--- config.mk ---
export PLATFORM = sky130hd
export DESIGN_NAME = exec_unit_flat
export DESIGN_NICKNAME = d
export VERILOG_FILES = /design/src/rtl/exec_unit_if.sv /design/src/rtl/exec_unit.sv /design/src/flat_wrapper.sv
export SDC_FILE = /design/constraint.sdc
export NUM_CORES = 1
export LEC_CHECK = 0
export CAP_MARGIN = 5
export CORE_ASPECT_RATIO = 0.5
export CORE_MARGIN = 4
export CORE_UTILIZATION = 48
export DETAILED_ROUTE_END_ITERATION = 7
export PLACE_DENSITY = 0.75
export SLEW_MARGIN = 20
export SYNTH_ARGS = -nofsm -noshare
export SYNTH_HDL_FRONTEND = slang
export SYNTH_SLANG_ARGS = --single-unit
--- constraint.sdc ---
create_clock -name clk -period 5 [get_ports clk]
set_clock_uncertainty 0.1 [all_clocks]
set_input_delay 1 -clock clk [delete_from_list [all_inputs] [get_ports clk]]
set_output_delay 1 -clock clk [all_outputs]
set_load 0.1 [all_outputs]
--- src/rtl/exec_unit_if.sv ---
// rtl/exec_unit_if.sv - issue-slot and result bundle between the upstream pipeline and exec_unit
interface exec_unit_if #(
    parameter int WIDTH = 32,
    parameter int RADDR = 5
);
    logic             in_valid;
    logic             flush;
    logic [2:0]       alu_op;
    logic [WIDTH-1:0] rd1;
    logic [WIDTH-1:0] rd2;
    logic [WIDTH-1:0] imm;
    logic [WIDTH-1:0] fwd_mem;
    logic [WIDTH-1:0] fwd_wb;
    logic [1:0]       fsel1;
    logic [1:0]       fsel2;
    logic             alu_src;
    logic             reg_dst;
    logic [RADDR-1:0] rt;
    logic [RADDR-1:0] rd;
    logic             stall;
    logic             out_valid;
    logic [WIDTH-1:0] alu_res;
    logic [WIDTH-1:0] store_data;
    logic [RADDR-1:0] dest;
    logic             zero;

    // upstream side: presents the issue slot, observes stall and the result register
    modport master (
        output in_valid, flush, alu_op, rd1, rd2, imm, fwd_mem, fwd_wb,
               fsel1, fsel2, alu_src, reg_dst, rt, rd,
        input  stall, out_valid, alu_res, store_data, dest, zero
    );

    // execution unit side
    modport slave (
        input  in_valid, flush, alu_op, rd1, rd2, imm, fwd_mem, fwd_wb,
               fsel1, fsel2, alu_src, reg_dst, rt, rd,
        output stall, out_valid, alu_res, store_data, dest, zero
    );
endinterface

--- src/rtl/exec_unit.sv ---
// rtl/exec_unit.sv - single-issue ALU with operand forwarding and a WIDTH-cycle shift-add multiplier
module exec_unit #(
    parameter int WIDTH = 32,
    parameter int RADDR = 5
) (
    input  logic        clk,
    input  logic        rst,
    exec_unit_if.slave  bus
);
    localparam int CW = (WIDTH > 1) ? $clog2(WIDTH) : 1;
    localparam logic [2:0] OP_AND = 3'b000;
    localparam logic [2:0] OP_OR  = 3'b001;
    localparam logic [2:0] OP_ADD = 3'b010;
    localparam logic [2:0] OP_SUB = 3'b011;
    localparam logic [2:0] OP_SLT = 3'b100;
    localparam logic [2:0] OP_XOR = 3'b101;
    localparam logic [2:0] OP_NOR = 3'b110;
    localparam logic [2:0] OP_MUL = 3'b111;

    typedef enum logic {IDLE, MUL} state_t;

    state_t           state;
    logic [CW-1:0]    cnt;
    logic [WIDTH-1:0] mcand;
    logic [WIDTH-1:0] mplier;
    logic [WIDTH-1:0] acc;

    logic [WIDTH-1:0] op_a;
    logic [WIDTH-1:0] fwd2;
    logic [WIDTH-1:0] op_b;
    logic [WIDTH-1:0] alu_val;
    logic [WIDTH-1:0] mul_next;
    logic [RADDR-1:0] dest_sel;

    // forwarding muxes; select 11 falls back to the register file like 00
    always_comb begin
        op_a = bus.rd1;
        case (bus.fsel1)
            2'b01:   op_a = bus.fwd_mem;
            2'b10:   op_a = bus.fwd_wb;
            default: op_a = bus.rd1;
        endcase
        fwd2 = bus.rd2;
        case (bus.fsel2)
            2'b01:   fwd2 = bus.fwd_mem;
            2'b10:   fwd2 = bus.fwd_wb;
            default: fwd2 = bus.rd2;
        endcase
        op_b     = bus.alu_src ? bus.imm : fwd2;
        dest_sel = bus.reg_dst ? bus.rd : bus.rt;
    end

    // single-cycle ALU; the MUL encoding is handled by the sequential multiplier
    always_comb begin
        alu_val = '0;
        case (bus.alu_op)
            OP_AND:  alu_val = op_a & op_b;
            OP_OR:   alu_val = op_a | op_b;
            OP_ADD:  alu_val = op_a + op_b;
            OP_SUB:  alu_val = op_a - op_b;
            OP_SLT:  alu_val = {{(WIDTH-1){1'b0}}, ($signed(op_a) < $signed(op_b))};
            OP_XOR:  alu_val = op_a ^ op_b;
            OP_NOR:  alu_val = ~(op_a | op_b);
            default: alu_val = '0;
        endcase
    end

    // one shift-add step: accumulate the multiplicand when the current multiplier bit is set
    always_comb begin
        mul_next = acc + (mplier[0] ? mcand : '0);
    end

    // hold the issue slot while a multiply is being accepted or is still iterating;
    // the last iteration releases it so the next op can be presented when IDLE returns
    assign bus.stall = ((state == IDLE) && bus.in_valid && (bus.alu_op == OP_MUL)) ||
                       ((state == MUL) && (cnt != '0));

    // control FSM and result register; reset beats flush, flush beats issue and completion
    always_ff @(posedge clk) begin
        if (rst) begin
            state          <= IDLE;
            cnt            <= '0;
            mcand          <= '0;
            mplier         <= '0;
            acc            <= '0;
            bus.out_valid  <= 1'b0;
            bus.alu_res    <= '0;
            bus.store_data <= '0;
            bus.dest       <= '0;
            bus.zero       <= 1'b1;
        end else if (bus.flush) begin
            state         <= IDLE;
            cnt           <= '0;
            bus.out_valid <= 1'b0;
        end else begin
            case (state)
                IDLE: begin
                    if (bus.in_valid) begin
                        bus.store_data <= fwd2;
                        bus.dest       <= dest_sel;
                        if (bus.alu_op == OP_MUL) begin
                            mcand         <= op_a;
                            mplier        <= op_b;
                            acc           <= '0;
                            cnt           <= CW'(WIDTH - 1);
                            state         <= MUL;
                            bus.out_valid <= 1'b0;
                        end else begin
                            bus.alu_res   <= alu_val;
                            bus.zero      <= (alu_val == '0);
                            bus.out_valid <= 1'b1;
                        end
                    end else begin
                        bus.out_valid <= 1'b0;
                    end
                end
                MUL: begin
                    if (cnt == '0) begin
                        bus.alu_res   <= mul_next;
                        bus.zero      <= (mul_next == '0);
                        bus.out_valid <= 1'b1;
                        state         <= IDLE;
                    end else begin
                        acc    <= mul_next;
                        mcand  <= mcand << 1;
                        mplier <= mplier >> 1;
                        cnt    <= cnt - 1'b1;
                    end
                end
                default: state <= IDLE;
            endcase
        end
    end
endmodule

--- src/flat_wrapper.sv ---
// flat-port wrapper written by rule: the top's interface ports become plain ports
module exec_unit_flat 
#(
    parameter int WIDTH = 32,
    parameter int RADDR = 5
)
  (clk, rst, bus_in_valid, bus_flush, bus_alu_op, bus_rd1, bus_rd2, bus_imm, bus_fwd_mem, bus_fwd_wb, bus_fsel1, bus_fsel2, bus_alu_src, bus_reg_dst, bus_rt, bus_rd, bus_stall, bus_out_valid, bus_alu_res, bus_store_data, bus_dest, bus_zero);
  exec_unit_if #(.WIDTH(WIDTH), .RADDR(RADDR)) bus_i ();
  input  logic clk;
  input  logic rst;
  input wire logic [$bits(bus_i.in_valid)-1:0] bus_in_valid;
  input wire logic [$bits(bus_i.flush)-1:0] bus_flush;
  input wire logic [$bits(bus_i.alu_op)-1:0] bus_alu_op;
  input wire logic [$bits(bus_i.rd1)-1:0] bus_rd1;
  input wire logic [$bits(bus_i.rd2)-1:0] bus_rd2;
  input wire logic [$bits(bus_i.imm)-1:0] bus_imm;
  input wire logic [$bits(bus_i.fwd_mem)-1:0] bus_fwd_mem;
  input wire logic [$bits(bus_i.fwd_wb)-1:0] bus_fwd_wb;
  input wire logic [$bits(bus_i.fsel1)-1:0] bus_fsel1;
  input wire logic [$bits(bus_i.fsel2)-1:0] bus_fsel2;
  input wire logic [$bits(bus_i.alu_src)-1:0] bus_alu_src;
  input wire logic [$bits(bus_i.reg_dst)-1:0] bus_reg_dst;
  input wire logic [$bits(bus_i.rt)-1:0] bus_rt;
  input wire logic [$bits(bus_i.rd)-1:0] bus_rd;
  output wire logic [$bits(bus_i.stall)-1:0] bus_stall;
  output wire logic [$bits(bus_i.out_valid)-1:0] bus_out_valid;
  output wire logic [$bits(bus_i.alu_res)-1:0] bus_alu_res;
  output wire logic [$bits(bus_i.store_data)-1:0] bus_store_data;
  output wire logic [$bits(bus_i.dest)-1:0] bus_dest;
  output wire logic [$bits(bus_i.zero)-1:0] bus_zero;
  assign bus_i.in_valid = bus_in_valid;
  assign bus_i.flush = bus_flush;
  assign bus_i.alu_op = bus_alu_op;
  assign bus_i.rd1 = bus_rd1;
  assign bus_i.rd2 = bus_rd2;
  assign bus_i.imm = bus_imm;
  assign bus_i.fwd_mem = bus_fwd_mem;
  assign bus_i.fwd_wb = bus_fwd_wb;
  assign bus_i.fsel1 = bus_fsel1;
  assign bus_i.fsel2 = bus_fsel2;
  assign bus_i.alu_src = bus_alu_src;
  assign bus_i.reg_dst = bus_reg_dst;
  assign bus_i.rt = bus_rt;
  assign bus_i.rd = bus_rd;
  assign bus_stall = bus_i.stall;
  assign bus_out_valid = bus_i.out_valid;
  assign bus_alu_res = bus_i.alu_res;
  assign bus_store_data = bus_i.store_data;
  assign bus_dest = bus_i.dest;
  assign bus_zero = bus_i.zero;
  exec_unit #(.WIDTH(WIDTH), .RADDR(RADDR)) u_core (.clk(clk), .rst(rst), .bus(bus_i));
endmodule
### After elaboration in Yosys (flattened, before gate mapping)

Cells that the tools add are included.

| operators by class | value |
|---|---|
| equality and inequality tests | 16 |
| reductions and logical operators | 14 |
| divide/modulo/power cells | 0 |
| bitwise logic cells | 6 |
| multiplexer cells | 38 |
| $lt $le $gt $ge | 1 |
| multiply operators | 0 |
| add/subtract/negate cells | 4 |
| shifts and indexed selects | 0 |

Operators by type and width:

| kind | count |
|---|---|
| 32-bit 2-to-1 mux | 14 |
| 32-bit one-hot mux with 2 select lines | 6 |
| 32-bit one-hot mux with 7 select lines | 1 |
| 32-bit adder | 2 |
| 32-bit logical NOT | 2 |
| 32-bit bitwise AND | 1 |
| 32-bit < comparator | 1 |
| 32-bit NOT | 1 |
| 32-bit bitwise OR | 1 |
| 32-bit subtractor | 1 |
| 32-bit XOR | 1 |
| 5-bit 2-to-1 mux | 4 |
| 3-bit equality test (second input constant) | 4 |
| 2-bit != test (second input constant) | 5 |
| 5-bit one-hot mux with 2 select lines | 1 |
| 1-bit 2-to-1 mux | 9 |
| 4-bit AND reduction | 2 |
| 3-bit by 2-bit equality test with 1-bit output (second input constant) | 2 |
| 1-bit one-hot mux with 2 select lines | 3 |
| 3-bit AND reduction | 2 |
| 5-bit logical NOT | 1 |
| 5-bit nonzero test | 1 |
| 5-bit by 1-bit subtractor with 5-bit output (second input constant) | 1 |
| 2-bit by 1-bit equality test with 1-bit output (second input constant) | 2 |
| 7 further kinds | 11 |

| storage, ports and cells | value |
|---|---|
| latch bits | 0 |
| RAM bits | 0 |
| memory bits (read-only) | 0 |
| bits of input ports | 183 |
| output and inout port bits | 72 |
| register bits after elaboration | 173 |
| word-level logic and storage cells | 89 |
| memories kept | 0 |

### Depth between registers and ports, before layout

| logic depth | value |
|---|---|
| word-level depth | 10 |
| mapped depth | 22 |
| mapped depth without buffers | 21 |

### Least setup slack after synthesis

Ideal clock, no wire load.

| timing path | value |
|---|---|
| path kind | input to register |
| from | input port bus_fsel2[0] |
| to | register u_core.bus.zero |
| data required time | 4.825 ns |
| buffers on the path | 2 |
| cell stages on the path | 21 |
| arrival time | 5.182 ns |
| setup slack | -0.357 ns |
| library setup time | 0.075 ns |
| path through | inv_1 -> ha_1 -> clkbuf_1 -> clkbuf_1 -> a21oi_1 -> o21ai_0 -> ha_1 -> inv_1 -> fa_1 -> o21bai_1 -> a2111oi_4 -> nor4_2 -> o311ai_1 -> o2111ai_2 -> nor2_1 -> or3_1 -> a222oi_1 -> nand3_1 -> nor3_1 -> nand4_1 -> a31oi_1 |

| on the way | value |
|---|---|
| longest elaborated chain between the ends | 10 |
| elaborated cells between the ends (all ways) | 16 |

Ends and longest elaborated chain:

| item | RTL line | text |
|---|---|---|
| from (decl) | flat_wrapper.sv:20 | `input wire logic [$bits(bus_i.fsel2)-1:0] bus_fsel2;` |
| 2-bit equality test or 2-bit by 1-bit equality test with 1-bit output (tied branches) | exec_unit.sv:44 | `case (bus.fsel2)` |
| 32-bit one-hot mux with 2 select lines (*) | exec_unit.sv:44 |  |
| 32-bit 2-to-1 mux (*) | exec_unit.sv:49 | `op_b = bus.alu_src ? bus.imm : fwd2;` |
| branches (longest 2 deep; another with 32-bit subtractor) | -- |  |
| 32-bit one-hot mux with 7 select lines (*) | exec_unit.sv:56 | `case (bus.alu_op)` |
| 32-bit logical NOT (*) | exec_unit.sv:110 | `bus.zero <= (alu_val == '0);` |
| 1-bit 2-to-1 mux (*) | exec_unit.sv:101 | `if (bus.alu_op == OP_MUL) begin` |
| 1-bit 2-to-1 mux (*) | exec_unit.sv:98 | `if (bus.in_valid) begin` |
| 1-bit one-hot mux with 2 select lines (*) | exec_unit.sv:96 | `case (state)` |
| to (signal assigned) | exec_unit.sv:110 |  |
| to (signal assigned) | exec_unit.sv:120 | `bus.zero <= (mul_next == '0);` |
| to (decl) | exec_unit_if.sv:38 | `output stall, out_valid, alu_res, store_data, dest, zero` |

Mark *: on every way between the ends. The select of a mux whose other input is x is not followed.
A chain may end at the register's enable or synchronous reset.

### Final worst setup path

| timing path | value |
|---|---|
| from | input port bus_fsel2[1] |
| to | register u_core.bus.zero |

Same word-level chain as after synthesis.

==> run metrics <==
Clock Sinks approximately 170; hold path startpoint u_core.bus.alu_res[17]; worst-margin pin slew roughly 1.2 ns; Slew HR a little under a quarter; Critical Path Fanout Max 6; Post-Syn Nets 2698; met1 WL between 30000 and 40000 um; pin count of the biggest net entering global routing around 130; H-tree depth 4; metal2 WL between 30000 and 40000 um; clock transition at the registers of the reported paths roughly 0.090 ns; crit end category flip-flop; Setup WS post-layout -0.1356 ns; Slowest cell on crit path fa_2; Arr. time, crit path roughly 5.4 ns; Top Ports about 260; Worst setup SP type primary input; dpl ws -1.623 ns; Hold Fails Final Rpt 0; clock buffer depth 2; max-cap violations 0; WL/cell between 20 and 25 um; DIE AREA ~0.037 sq mm; critical path class primary input to flip-flop; cell area after synthesis 0.01636 sq mm; Post-synth EDFFs 0; ys async rst share 0%; crit path buf inv count 7; Seq/Total Area, Yosys a little over a fifth; met3 wire len between 10000 and 15000 um; Post-route DRC 0; fin. max-slew vios 0; RSZ-0062 raised after global routing yes; Hold EP u_core.bus.alu_res[17]; Yosys cell types 86; Placer Congestion around 1.1; Core Region approximately 0.033 sq mm; vias in the first global route 20290; Post-synth top flop dfxtp_1; RR Endpoint u_core.bus.zero; GRT Total Usage 41.18%; commonest non-fill, non-tap cell in the layout buf_4; Worst VDD drop 0.2327 mV; max layer used met5; total number of vias ~21000; slowest stage delay, CP approximately 0.42 ns; Worst EP required around 5.3 ns; DR pass1 iterations 8; Pleak between 10 and 15 nW; worst hold-check path type flip-flop to flip-flop; initial antenna violation count 6; synth warn 0; first-pass GRT wire length roughly 120000 um; fin crit share 102.7%; Final #Nets 3339; P&R area growth vs syn 50.98%; most used cell along the critical path buf_4; Highest Clock Rate ~190 MHz; Die H around 140 um; failing checks setup timing; hold_ws around 0.37 ns; Mean Syn Cell Area just under 7 sq um; die width between 200 and 300 um; Worst Hold Depth 2; leading cell types in the layout, fill and taps excluded 521 x buf_4, 402 x nor2_1, 261 x a21oi_1; Root Buffer clkbuf_16; row count 47; Starting DRT DRC Count between 3000 and 4000; Routed Wire Length 81620 um; Post-Syn Instances between 2000 and 2500; Via density 6.176; post-route ant nets 0; Worst path top cell family by delay compound AO/OA/AOI/OAI gates; Worst-Skew Late Latency approximately 0.47 ns; Setup Viol. Count Final 1; synthesized flop and latch total 173; Pwr Density roughly 260 mW/mm^2; R2R depth 15; Setup TNS -0.1356 ns; Initial Util between 40 and 50%; GR Overflow Total 0; layout cells sized above 1 25.72%; post-layout min period just over 5 ns; status complete, but fails checks; CTS tree yes; Worst R2R Setup Slack between 0.6 and 0.7 ns; # port buffers roughly 250; cts hold-fix bufs 0; DP HPWL between 60000 and 70000 um; R2R Path Start u_core.mplier[0]; Num CTS Buffers 17
logic make-up after synthesis:
| family | after synthesis | synth area share, % |
|---|---|---|
| and+or+nand+nor | 833 | 22.72 |
| adders and majority gates | 136 | 10.54 |
| AOI/OAI and AO/OA | 852 | 33.24 |
| muxes | 58 | 3.579 |
| DFF | 173 | 21.17 |
| xor gates and xnor gates | 36 | 1.927 |
| buffers and inverters | 291 | 6.829 |
final cells by class:
class                      count  area, sq um
antenna                        3        7.507
clock buffer                  17        425.4
clock inverter                15        185.2
fill                        2571         8640
inverter                     118        445.4
multi-input combinational   1915        12760
sequential                   173         3467
tap                          441        551.8
timing repair buffer         795         6860
timing repair:
action,CTS,global route
cloned,2,2
resized for setup,110,127
pin swaps,29,37
buffers inserted,16,11
endpoints found under the setup margin,26,21
per-layer routing:
metal,vias to the layer above,global-route usage (%)
met5,-,0
met4,4,13.33
met3,220,14.57
met2,1379,61.02
met1,10060,55.98
li1,9808,-
flip-flops by register name, indices dropped and copies added, names as in the netlist:
register               cells
u_core.bus.alu_res        32
u_core.bus.dest            5
u_core.mcand              32
u_core.mplier             32
u_core.acc                32
u_core.bus.store_data     32
u_core.bus.out_valid       1
u_core.cnt                 5
u_core.state               1
u_core.bus.zero            1
worst min-delay path, stage by stage (launching register included):
cell	delay, ns
dfxtp_1	0.32
nand2_1	0.06
a21oi_1	0.05
cells in the mapped netlist (6+ instances only):
master     number  area [sq um]
a211oi_1       32         240.2
a21boi_0       12         90.09
a21o_1         29         217.7
a21oi_1       307          1536
a221oi_1        9         78.83
a22oi_1        87         653.1
a31oi_1        17         106.4
and2_1         38         237.7
and3_1         15         93.84
buf_1          17         63.81
buf_2          11         55.05
clkbuf_1      143         536.8
dfxtp_1       173          3463
ha_1          133          1664
inv_1         116         435.4
mux2i_1        54         540.5
nand2_1       187         701.9
nand2b_1       17         106.4
nand3_1        27         135.1
nand4_1        20         125.1
nor2_1        408          1531
nor2b_1        24         150.1
nor3_1         32         160.2
nor4_1         16         100.1
o2111ai_1       8         70.07
o211ai_1       68         510.5
o21a_1         13         97.59
o21ai_0       151         755.7
o21bai_1        7         52.55
o221a_2         6         67.56
o221ai_1       14         122.6
o22ai_1         8         50.05
o31ai_1        13         97.59
or2_2           9         56.30
or3_1           9         56.30
or4_1           6         45.04
xnor2_1        25         219.0
xor2_1         11         96.34
where the power goes:
group	switching [mW]	leakage, nW	internal (mW)
sequential	0.0304	1.40	1.42
combinational	1.98	9.11	1.55
clock	0.773	0.298	0.684
worst max-delay path by stage:
| stage | start | endpoint | slack (ns) | depth (start not counted) |
|---|---|---|---|---|
| after floorplan | bus_fsel1[0] | u_core.bus.zero | 0.0005 | 20 |
| after global placement | bus_fsel2[1] | u_core.bus.zero | -1.68 | 24 |
| after detailed placement | bus_fsel2[1] | u_core.bus.zero | -1.62 | 24 |
| after CTS | bus_fsel1[0] | u_core.bus.zero | 0.001 | 23 |
| after global routing | bus_fsel2[1] | u_core.bus.zero | -0.28 | 25 |
| final | bus_fsel2[1] | u_core.bus.zero | -0.14 | 25 |
stage by stage:
step | total power, mW | cells | area (sq um) | util [%]
after floorplan | 2.985 | 2379 | 16370 | -
after global placement | 4.537 | 3412 | 22810 | 68.42
after CTS | 6.133 | 3462 | 24020 | 72.05
final | 6.436 | 3477 | 24700 | 74.09
after global routing | 6.657 | 3477 | 24700 | 74.09
after detailed placement | 4.556 | 3412 | 22810 | 68.42
No activity file was read; power rests on OpenSTA's default activity.
==> RTL edit (config.mk and constraints unchanged) <==
`WIDTH` is set to 32 in 3 places; all go to 16.
--- a/src/rtl/exec_unit_if.sv
+++ b/src/rtl/exec_unit_if.sv
@@ -1,5 +1,5 @@
 // rtl/exec_unit_if.sv - issue-slot and result bundle between the upstream pipeline and exec_unit
 interface exec_unit_if #(
-    parameter int WIDTH = 32,
+    parameter int WIDTH = 16,
     parameter int RADDR = 5
 );
--- a/src/rtl/exec_unit.sv
+++ b/src/rtl/exec_unit.sv
@@ -1,5 +1,5 @@
 // rtl/exec_unit.sv - single-issue ALU with operand forwarding and a WIDTH-cycle shift-add multiplier
 module exec_unit #(
-    parameter int WIDTH = 32,
+    parameter int WIDTH = 16,
     parameter int RADDR = 5
 ) (
--- a/src/flat_wrapper.sv
+++ b/src/flat_wrapper.sv
@@ -2,5 +2,5 @@
 module exec_unit_flat 
 #(
-    parameter int WIDTH = 32,
+    parameter int WIDTH = 16,
     parameter int RADDR = 5
 )
Ports: changed (7 resized); port bits go from 255 to 143. The function was not compared with the original's and may differ.
==> RTL edit against the unedited design <==
  * Sequential cell count decreased by 81
  * Cell area decreased by 52%
  * Area after synthesis decreased by 50%
  * Wire length decreased by 55%
  * Global-route usage decreased by 5.1 points
  * Critical path type unchanged
  * Sequential power decreased by 47%
  * Cell count decreased by 51%
  * Worst setup slack improved by 0.15 ns
  * Largest cell class unchanged
  * Total power decreased by 54%
  * Non-clock buffer count decreased by 430
==> RTL edit: results (changes against the unedited design) <==
Synth
  • Commonest cells in the synthesized netlist: 206 x nor2_1, 135 x a21oi_1, 92 x dfxtp_1
  • Multiplexer share of the synthesized area: 3.539% (-0.040 points)
  • XOR/XNOR Fraction of Synth Area: 1.807% (-0.12 points)
  • Distinct cell type count of the synthesized netlist: 81 (-5.8%)
  • Ranking of synthesized cells by area: dfxtp_1 22%, ha_1 10%, nor2_1 9.4%
  • Mean Syn Cell Area: 7.047 um^2 (+2.5%)
  • Mapped Nets: 1343 (-50%)

Routing
  • Initial DRC Count: 1139 (-63%)
  • 1st-pass router iterations: 6 (-2)

Layout
  • NonClk Buf Share: 26.24% (-1.5 points)
  • Seq/total area: 15.57% (+1.5 points)
  • Sequential cell count: 92 (-47%)
  • Multi-input logic area: 6117 um^2 (-52%)
  • Area Overhead vs Synth: 43.70%
  • Number of non-clock buffers: 365 (-54%)

Global routing
  • Global-route usage over all layers: 36.10% (-5.1 points)
  • Vias in the first global route: 9719 (-52%)

Critical path
  • FF-to-FF setup slack: 1.31 ns (+0.63 ns)
  • Critical Path Start: bus_fsel2[0]
  • Cell depth of the worst flop-to-flop path: 12 (-3)
  • WP data arrival: 5.13 ns (-0.29 ns)

Placement
  • Placed cell count: 1669 (-51%)
  • Hpwl dp: 29010 um (-54%)

Clocking
  • CTS buffer count: 9 (-8)
  • Postcts setup bufs: 1 (-15)
  • CTS clk-pin slew, worst paths: 0.07 ns (-0.02 ns)

Outcome
  • Status: finished clean

STA
  • Worst-Margin Slew: 1.045 ns (-0.1175 ns)
  • Final setup violating endpoints: 0 (-1)

Power and ir drop
  • Peak supply drop: 188.1 uV (-19%)
==> RTL edit: cell types whose count changed in the layout (fill, tap and decap cells not counted), moves of 48 or more <==
cell,unedited run,this run
inv_1,108,51
ha_1,109,61
a21oi_1,261,124
nor2_1,402,204
o21ai_0,121,34
clkdlybuf4s50_1,243,139
o211ai_1,68,12
buf_4,521,222
dfxtp_1,172,91
nand2_1,186,78
==> RTL edit: cell families (layout without fill, tap and decap cells) <==
group / after synthesis / after routing
muxes: 29 / 29
and+or+nand+nor: 451 / 451
adders and majority gates: 71 / 71
buffers and inverters: 140 / 435
DFF: 92 / 92
xor gates and xnor gates: 17 / 17
AOI/OAI and AO/OA: 369 / 369
==> RTL edit: routing by layer <==
metal | GRT usage, % | up-vias | routed length [um]
met5 | 0 | - | 0
met4 | 7.993 | 0 | 867
met3 | 11.29 | 82 | 4429
met2 | 53.04 | 571 | 14680
met1 | 51.92 | 4794 | 16380
li1 | - | 4757 | -
==> RTL edit: power by group <==
group / internal [mW] / total [mW] / switching, mW
Combinational: 0.656 / 1.52 / 0.860
Sequential: 0.757 / 0.773 / 0.0165
Clock: 0.346 / 0.694 / 0.348
Total: 1.76 / 2.98 / 1.22
==> RTL edit: how the worst min path moves through the flow <==
stage	start	end	slack, ns	cells after the start
global placement	u_core.bus.alu_res[6]	u_core.bus.alu_res[6]	0.34	2
detailed placement	u_core.bus.alu_res[10]	u_core.bus.alu_res[10]	0.35	2
floorplan	u_core.acc[0]	u_core.acc[0]	0.34	2
finish	u_core.bus.alu_res[10]	u_core.bus.alu_res[10]	0.36	2
global route	u_core.bus.alu_res[12]	u_core.bus.alu_res[12]	0.38	2
CTS	u_core.bus.alu_res[10]	u_core.bus.alu_res[10]	0.36	2
